## config.mk

```make
export PLATFORM = sky130hd
export DESIGN_NAME = csa_resolver
export DESIGN_NICKNAME = d
export VERILOG_FILES = /design/src/rtl/csa_pkg.sv /design/src/rtl/csa_slice_add.sv /design/src/rtl/csa_resolver.sv
export SDC_FILE = /design/constraint.sdc
export NUM_CORES = 1
export LEC_CHECK = 0
export ABC_AREA = 0
export BUFFER_PORTS_ARGS = -buffer_cell sky130_fd_sc_hd__buf_4
export CELL_PAD_IN_SITES_DETAIL_PLACEMENT = 1
export CELL_PAD_IN_SITES_GLOBAL_PLACEMENT = 2
export CORE_ASPECT_RATIO = 1.5
export CORE_MARGIN = 3
export CORE_UTILIZATION = 32
export CTS_CLUSTER_DIAMETER = 60
export DETAILED_ROUTE_END_ITERATION = 7
export PLACE_DENSITY = 0.76
export SETUP_SLACK_MARGIN = 0.3
export SKIP_LAST_GASP = 1
export SYNTH_ARGS = -nofsm -noshare
export SYNTH_HDL_FRONTEND = slang
export SYNTH_HIERARCHICAL = 1
export SYNTH_SLANG_ARGS = --single-unit
```

## constraint.sdc

```tcl
create_clock -name clk -period 5 [get_ports clk]
set_clock_uncertainty 0.05 [all_clocks]
set_input_delay 0.5 -clock clk [delete_from_list [all_inputs] [get_ports clk]]
set_output_delay 0.5 -clock clk [all_outputs]
set_load 0.02 [all_outputs]
```

## src/rtl/csa_pkg.sv

```systemverilog
// Shared constants and state encoding for the carry-save resolver.
package csa_pkg;

    localparam int CSA_IN_W  = 16;
    localparam int CSA_SUM_W = 18;

    typedef enum logic [1:0] {
        IDLE = 2'd0,
        ADD  = 2'd1,
        DONE = 2'd2
    } csa_state_e;

    // Number of ADD cycles needed to cover the full result width.
    function automatic int csa_nslice(input int slice);
        return (CSA_SUM_W + slice - 1) / slice;
    endfunction

endpackage

```

## src/rtl/csa_slice_add.sv

```systemverilog
// W-bit ripple slice adder with carry-in and carry-out.
module csa_slice_add #(
    parameter int W = 4
) (
    input  logic [W-1:0] a,
    input  logic [W-1:0] b,
    input  logic         cin,
    output logic [W-1:0] sum,
    output logic         cout
);

    // Plain binary add; all operands extended to W+1 bits so the carry lands in the MSB.
    assign {cout, sum} = {1'b0, a} + {1'b0, b} + {{W{1'b0}}, cin};

endmodule

```

## src/rtl/csa_resolver.sv

```systemverilog
// Resolves a carry-save pair (s_in + 2*c_in) into an 18-bit binary result,
// SLICE bits per clock, using a single shared slice adder.
module csa_resolver
    import csa_pkg::*;
#(
    parameter int SLICE = 4
) (
    input  logic        clk,
    input  logic        rst_n,
    input  logic        in_valid,
    output logic        in_ready,
    input  logic [15:0] s_in,
    input  logic [15:0] c_in,
    output logic        out_valid,
    input  logic        out_ready,
    output logic [17:0] sum_out,
    output logic        busy
);

    localparam int NSLICE = csa_nslice(SLICE);
    // Operands and result are padded so the top slice is simply zero-extended.
    localparam int PAD_W  = NSLICE * SLICE;
    localparam int CNT_W  = (NSLICE > 1) ? $clog2(NSLICE) : 1;
    localparam logic [CNT_W-1:0] LAST_SLICE = CNT_W'(NSLICE - 1);

    csa_state_e         state;
    logic [PAD_W-1:0]   a_reg;
    logic [PAD_W-1:0]   b_reg;
    logic [PAD_W-1:0]   res_reg;
    logic               carry;
    logic [CNT_W-1:0]   cnt;

    logic [SLICE-1:0]       slice_sum;
    logic                   slice_cout;
    logic [PAD_W+SLICE-1:0] res_cat;

    // Operands are shifted down each cycle, so slice k is always in the low bits.
    csa_slice_add #(
        .W (SLICE)
    ) u_slice_add (
        .a    (a_reg[SLICE-1:0]),
        .b    (b_reg[SLICE-1:0]),
        .cin  (carry),
        .sum  (slice_sum),
        .cout (slice_cout)
    );

    // New slice enters at the top; after NSLICE shifts slice 0 sits at bit 0.
    assign res_cat = {slice_sum, res_reg};

    // Result is only visible while it is valid.
    assign sum_out = out_valid ? res_reg[CSA_SUM_W-1:0] : '0;

    // Control FSM plus operand/result datapath, all outputs registered.
    // NOTE: state is updated with non-blocking assignments so every register
    // samples the pre-edge values, independent of statement order.
    always_ff @(posedge clk or negedge rst_n) begin
        if (!rst_n) begin
            state     <= IDLE;
            in_ready  <= 1'b1;
            out_valid <= 1'b0;
            busy      <= 1'b0;
            a_reg     <= '0;
            b_reg     <= '0;
            res_reg   <= '0;
            carry     <= 1'b0;
            cnt       <= '0;
        end else begin
            case (state)
                IDLE: begin
                    if (in_valid && in_ready) begin
                        a_reg    <= PAD_W'({2'b00, s_in});
                        b_reg    <= PAD_W'({1'b0, c_in, 1'b0});
                        carry    <= 1'b0;
                        cnt      <= '0;
                        state    <= ADD;
                        in_ready <= 1'b0;
                        busy     <= 1'b1;
                    end
                end
                ADD: begin
                    a_reg   <= a_reg >> SLICE;
                    b_reg   <= b_reg >> SLICE;
                    res_reg <= res_cat[PAD_W+SLICE-1:SLICE];
                    // Carry out of the final slice is always zero and is never consumed.
                    carry   <= slice_cout;
                    cnt     <= cnt + CNT_W'(1);
                    if (cnt == LAST_SLICE) begin
                        state     <= DONE;
                        out_valid <= 1'b1;
                    end
                end
                DONE: begin
                    if (out_ready) begin
                        state     <= IDLE;
                        out_valid <= 1'b0;
                        busy      <= 1'b0;
                        in_ready  <= 1'b1;
                    end
                end
                default: begin
                    state     <= IDLE;
                    out_valid <= 1'b0;
                    busy      <= 1'b0;
                    in_ready  <= 1'b1;
                end
            endcase
        end
    end

endmodule

```

Word-level counts from Yosys, hierarchy flattened
Index checks and enable logic that the tools add are counted.
W data, S select, Z words.

storage, ports and cells
  register bits = 69
  word-level logic and storage cells = 47
  input bits = 36

cells by class
  equal/unequal tests = 6
  $add $sub $neg = 3
  reductions and logical operators = 7
  bitwise operators = 2
  multiplexer cells = 20

operators by type and width
  kind                   number
  $pmux W20 S2           2
  $mux W20               2
  $mux W18               1
  $pmux W1 S3            3
  $reduce_and A3 Y1      3
  $mux W2                3
  $ne A2 B2 Y1 const B   3
  $pmux W2 S3            1
  $pmux W3 S2            1
  $add A4 B4 Y5          1
  $add A5 B1 Y5          1
  $mux W1                5
  $add A3 B1 Y3 const B  1
  $eq A3 B3 Y1 const B   1
  $mux W3                1
  $eq A2 B1 Y1 const B   1
  $eq A2 B2 Y1 const B   1
  $logic_not A2 Y1       1
  $not A1 Y1             2
  $pmux W1 S2            1
  $reduce_and A2 Y1      1
  $reduce_bool A2 Y1     1
  $logic_and A1 B1 Y1    1

Logic depth before layout (Yosys ltp)
  depth after elaboration = 3
  gate-level depth with buffers = 8
  depth with buffers taken out = 8

Hierarchy
The synthesis kept the hierarchy.

modules (own cells, without submodules)
  module         area an instance (um^2)  sequential area each (um^2)  instances  cells each
  csa_resolver   2780.2                   1552.7                       1          284
  csa_slice_add  143.9                    0.0                          1          16

Worst setup path before layout
Ideal clock, no wire load.

  path type = register to register
  from = register a_reg[0]
  to = register carry
  required time = 4.834 ns
  setup slack = 3.448 ns
  path buffers = 0
  cell stages (with the launch flop) = 9
  data arrival time = 1.386 ns
  path through = dfrtp_1 -> fa_1 -> inv_1 -> fa_1 -> nor2b_1 -> o21ai_0 -> nand2b_1 -> nand2_1 -> nand2_1

on the way
  word-level cells in the longest chain between the ends = 3

RTL lines
  item                    RTL line             source
  from (decl)             csa_resolver.sv:27   logic [PAD_W-1:0] a_reg;
  from (signal assigned)  csa_resolver.sv:72   a_reg <= PAD_W'({2'b00, s_in});
  from (signal assigned)  csa_resolver.sv:82   a_reg <= a_reg >> SLICE;
  $add A4 B4 Y5           csa_slice_add.sv:13  assign {cout, sum} = {1'b0, a} + {1'b0, b} + {{W{1'b0}}, cin};
  $add A5 B1 Y5           csa_slice_add.sv:13
  net slice_cout          csa_resolver.sv:34   logic slice_cout;
  $pmux W1 S2             csa_resolver.sv:69   case (state)
  to (signal assigned)    csa_resolver.sv:86   carry <= slice_cout;
  to (decl)               csa_resolver.sv:30   logic carry;

The timed path passes the listed nets, and every way through them passes these cells.
A chain may end at the register's enable or synchronous reset.

Final worst setup path
  from = register state[0]
  to = register a_reg[1]

on the way
  word-level cells in the longest chain between the ends = 3

RTL lines
  item                                                                 RTL line            source
  from (decl)                                                          csa_resolver.sv:26  csa_state_e state;
  from (signal assigned)                                               csa_resolver.sv:59  state <= IDLE;
  from (signal assigned)                                               csa_resolver.sv:76  state <= ADD;
  from (signal assigned)                                               csa_resolver.sv:89  state <= DONE;
  $eq A2 B1 Y1 or $logic_not A2 Y1 (tied branches)                     csa_resolver.sv:69
  $reduce_bool A2 Y1 (no source line) or $ne A2 B2 Y1 (tied branches)  -
  $reduce_and A2 Y1 (no source line)                                   -

Parallel ways exist; a longest one is shown, timed or not.

==> results.sh <==
export IMPL_rsz0062_at_grt="no"
export IMPL_yosysWarnings=6
export IMPL_grt_usage_pct=14.05
export IMPL_critPathMaxStageDelay_ns=0.81
export IMPL_htreeDepth=3
export IMPL_cts_resized=0
export IMPL_critPathCaptureType="flop"
export IMPL_synth_edf_count=0
export IMPL_slew_headroom_pct=41.52
export IMPL_status="finished, final reports clean"
export IMPL_ioPinCount=57
export IMPL_p_total_mw=2.248
export IMPL_regArea_mm2=0.001553
export IMPL_io_buffers=56
export IMPL_worstPathArrival_ns=2.26
export IMPL_path_cells="nor2b_4 -> buf_4 -> nor3_1 -> nor2_1"
export IMPL_hold_viol_final=0
export IMPL_postRouteWirelength_um=6670
export IMPL_grt_max_degree=63
export IMPL_route_vias_total=2267
export IMPL_syn_inst=300
export IMPL_synthTopCellsByArea="dfrtp_1 (52%), nand2_1 (9.2%), o22ai_1 (5.3%)"
export IMPL_syn_nets=343
export IMPL_synthDistinctLibCells=38
export IMPL_ys_seq_area_share_pct=53.10
export IMPL_drive_above_1_share_pct=21.81
export IMPL_start_util_pct=32.92
export IMPL_syn_area_mm2=0.002924
export IMPL_min_path_type="input port to async pin"
export IMPL_cts_root_buf="clkbuf_16"
export IMPL_worst_pin_slew_ns=0.8754
export IMPL_grt_pass1_vias=2370
export IMPL_drtIter0Drc=73
export IMPL_slew_viol_final=0
export IMPL_cp_slowest_cell="nor2b_4"
export IMPL_cts_tree="done"
export IMPL_yosys_area_top_type_share_pct=52.20
export IMPL_grt_first_pass_wirelength_um=11390
export IMPL_drv_cap=0
export IMPL_multi_input_area_mm2=0.001152
export IMPL_crit_fanout=36
export IMPL_fin_util_pct=40.34
export IMPL_powerDensity_mw_per_mm2=627.5
export IMPL_cts_hold_buffers=0
export IMPL_final_common_cell="nand2_1"
export IMPL_antenna_found_initial=0
export IMPL_clock_sinks=62
export IMPL_cts_buffers=9
export IMPL_nets=391
export IMPL_cts_setup_buffers=0
export IMPL_syn2layout_area_growth_pct=22.51
export IMPL_ys_ff_latch=62
export IMPL_dp_slack_ns=2.932
export IMPL_ir_drop_mv=0.2558
export IMPL_worst_ep_required_time_ns=5.21
export IMPL_timing_final_crit_share_pct=41.05
export IMPL_final_cell_mix="nand2_1 (72), dfrtp_1 (61), buf_4 (59)"
export IMPL_detail_route_wl_per_cell_um=14.41
export IMPL_die_h_um=123.1
export IMPL_ctsLongestPathBuffers=2
export IMPL_remaining_drc_errors=0
export IMPL_n_antenna_cell=0
export IMPL_design_core_area_mm2=0.008881
export IMPL_dp_hpwl_um=4345
export IMPL_tns_ns=0
export IMPL_die_w_um=84.05
export IMPL_avgSynthCellArea_um2=9.747
export IMPL_dieArea_mm2=0.01034
export IMPL_p_leak_nw=1.740
export IMPL_worst_slack_ns=2.947
export IMPL_yosysTopAreaCell="dfrtp_1"
export IMPL_place_gp_congestion=0.7308
export IMPL_overflow=0
export IMPL_synthArstFlopShare_pct=100.0
export IMPL_drt_first_pass_iters=4
export IMPL_max_freq_mhz=487.2
export IMPL_setup_viol=0
export IMPL_path_clk_slew_ns=0.05
export IMPL_clock_latency_ns=0.33
export IMPL_rows=42
export IMPL_critPathLaunchType="flop"
export IMPL_largest_reg_flops=20
export IMPL_final_antenna_net_count=0
export IMPL_worstSetupPathType="flop to flop"
export IMPL_fillers=1033
export IMPL_synth_main_ff_cell="dfrtp_1"
export IMPL_viasPerCell=4.896
export IMPL_min_period_ns=2.053
layout make-up:
class	instances	area share [%]
well taps	110	3.842
clock inverters	1	0.1397
multi-input cells	207	32.17
flip-flops and latches	62	43.35
inverters	9	0.9431
repair buffers	59	12.36
clock buffers	15	7.195
path summary, 6_finish.rpt:
check | startpoint | endpoint | slack (ns) | cells after the start
min in group clk | out_ready | out_valid | 0.34 | 2
worst max register to register | state[0] | a_reg[1] | 2.95 | 4
worst min-delay path | rst_n | res_reg[4] | 0.19 | 1
worst min register to register | res_reg[2] | res_reg[2] | 0.41 | 2
max in group asynchronous | rst_n | res_reg[5] | 4.16 | 1
worst max-delay path | state[0] | a_reg[1] | 2.95 | 4
kinds of logic after synthesis:
group / Yosys count / share of synthesized area, %
xor+xnor: 3 / 0.8988
mux: 1 / 0.3851
compound gates: 45 / 10.61
fa+ha+maj: 7 / 3.509
buf+inv: 31 / 7.488
simple gates: 151 / 24.01
flops: 62 / 53.10
worst max-delay path: cells and delay by family (launching register included):
kind                   cells  cell delay [ns]
buffers and inverters      1             0.35
DFF                        1             0.58
and+or+nand+nor            3             0.99
stage by stage:
stage,cell area [µm²],hold WS (ns),cells
6_report,3582,0.1922,463
4_1_cts,3582,0.2431,463
3_5_place_dp,3319,0.4062,447
3_3_place_gp,3319,0.3973,447
2_1_floorplan,2924,0.1544,300
5_1_grt,3582,0.2781,463
per-layer routing:
| metal | track usage (%) | vias up | routed length, µm |
|---|---|---|---|
| met1 | 16.03 | 1116 | 2869 |
| met3 | 2.533 | 10 | 267 |
| met5 | 0 | - | 0 |
| met2 | 23.96 | 42 | 3365 |
| li1 | - | 1099 | - |
| met4 | 9.356 | 0 | 167 |
power by group:
part / switching [mW] / internal, mW / leakage, nW
Sequential: 0.150 / 0.723 / 0.756
Combinational: 0.431 / 0.393 / 0.856
Clock: 0.203 / 0.348 / 0.128
Total: 0.784 / 1.46 / 1.74
synthesized netlist by cell type (2+ instances only):
| master | count |
|---|---|
| nand2_1 | 72 |
| inv_1 | 9 |
| a21oi_1 | 2 |
| xnor2_1 | 2 |
| a22oi_1 | 2 |
| o22ai_1 | 25 |
| buf_6 | 10 |
| and2_1 | 18 |
| dfrtp_1 | 61 |
| a22o_1 | 6 |
| buf_2 | 4 |
| ha_1 | 5 |
| clkbuf_1 | 2 |
| o21ai_0 | 3 |
| nand3_1 | 2 |
| nor3_1 | 24 |
| fa_1 | 2 |
| buf_4 | 6 |
| nor2_1 | 26 |
No activity file was read; power rests on OpenSTA's default activity.
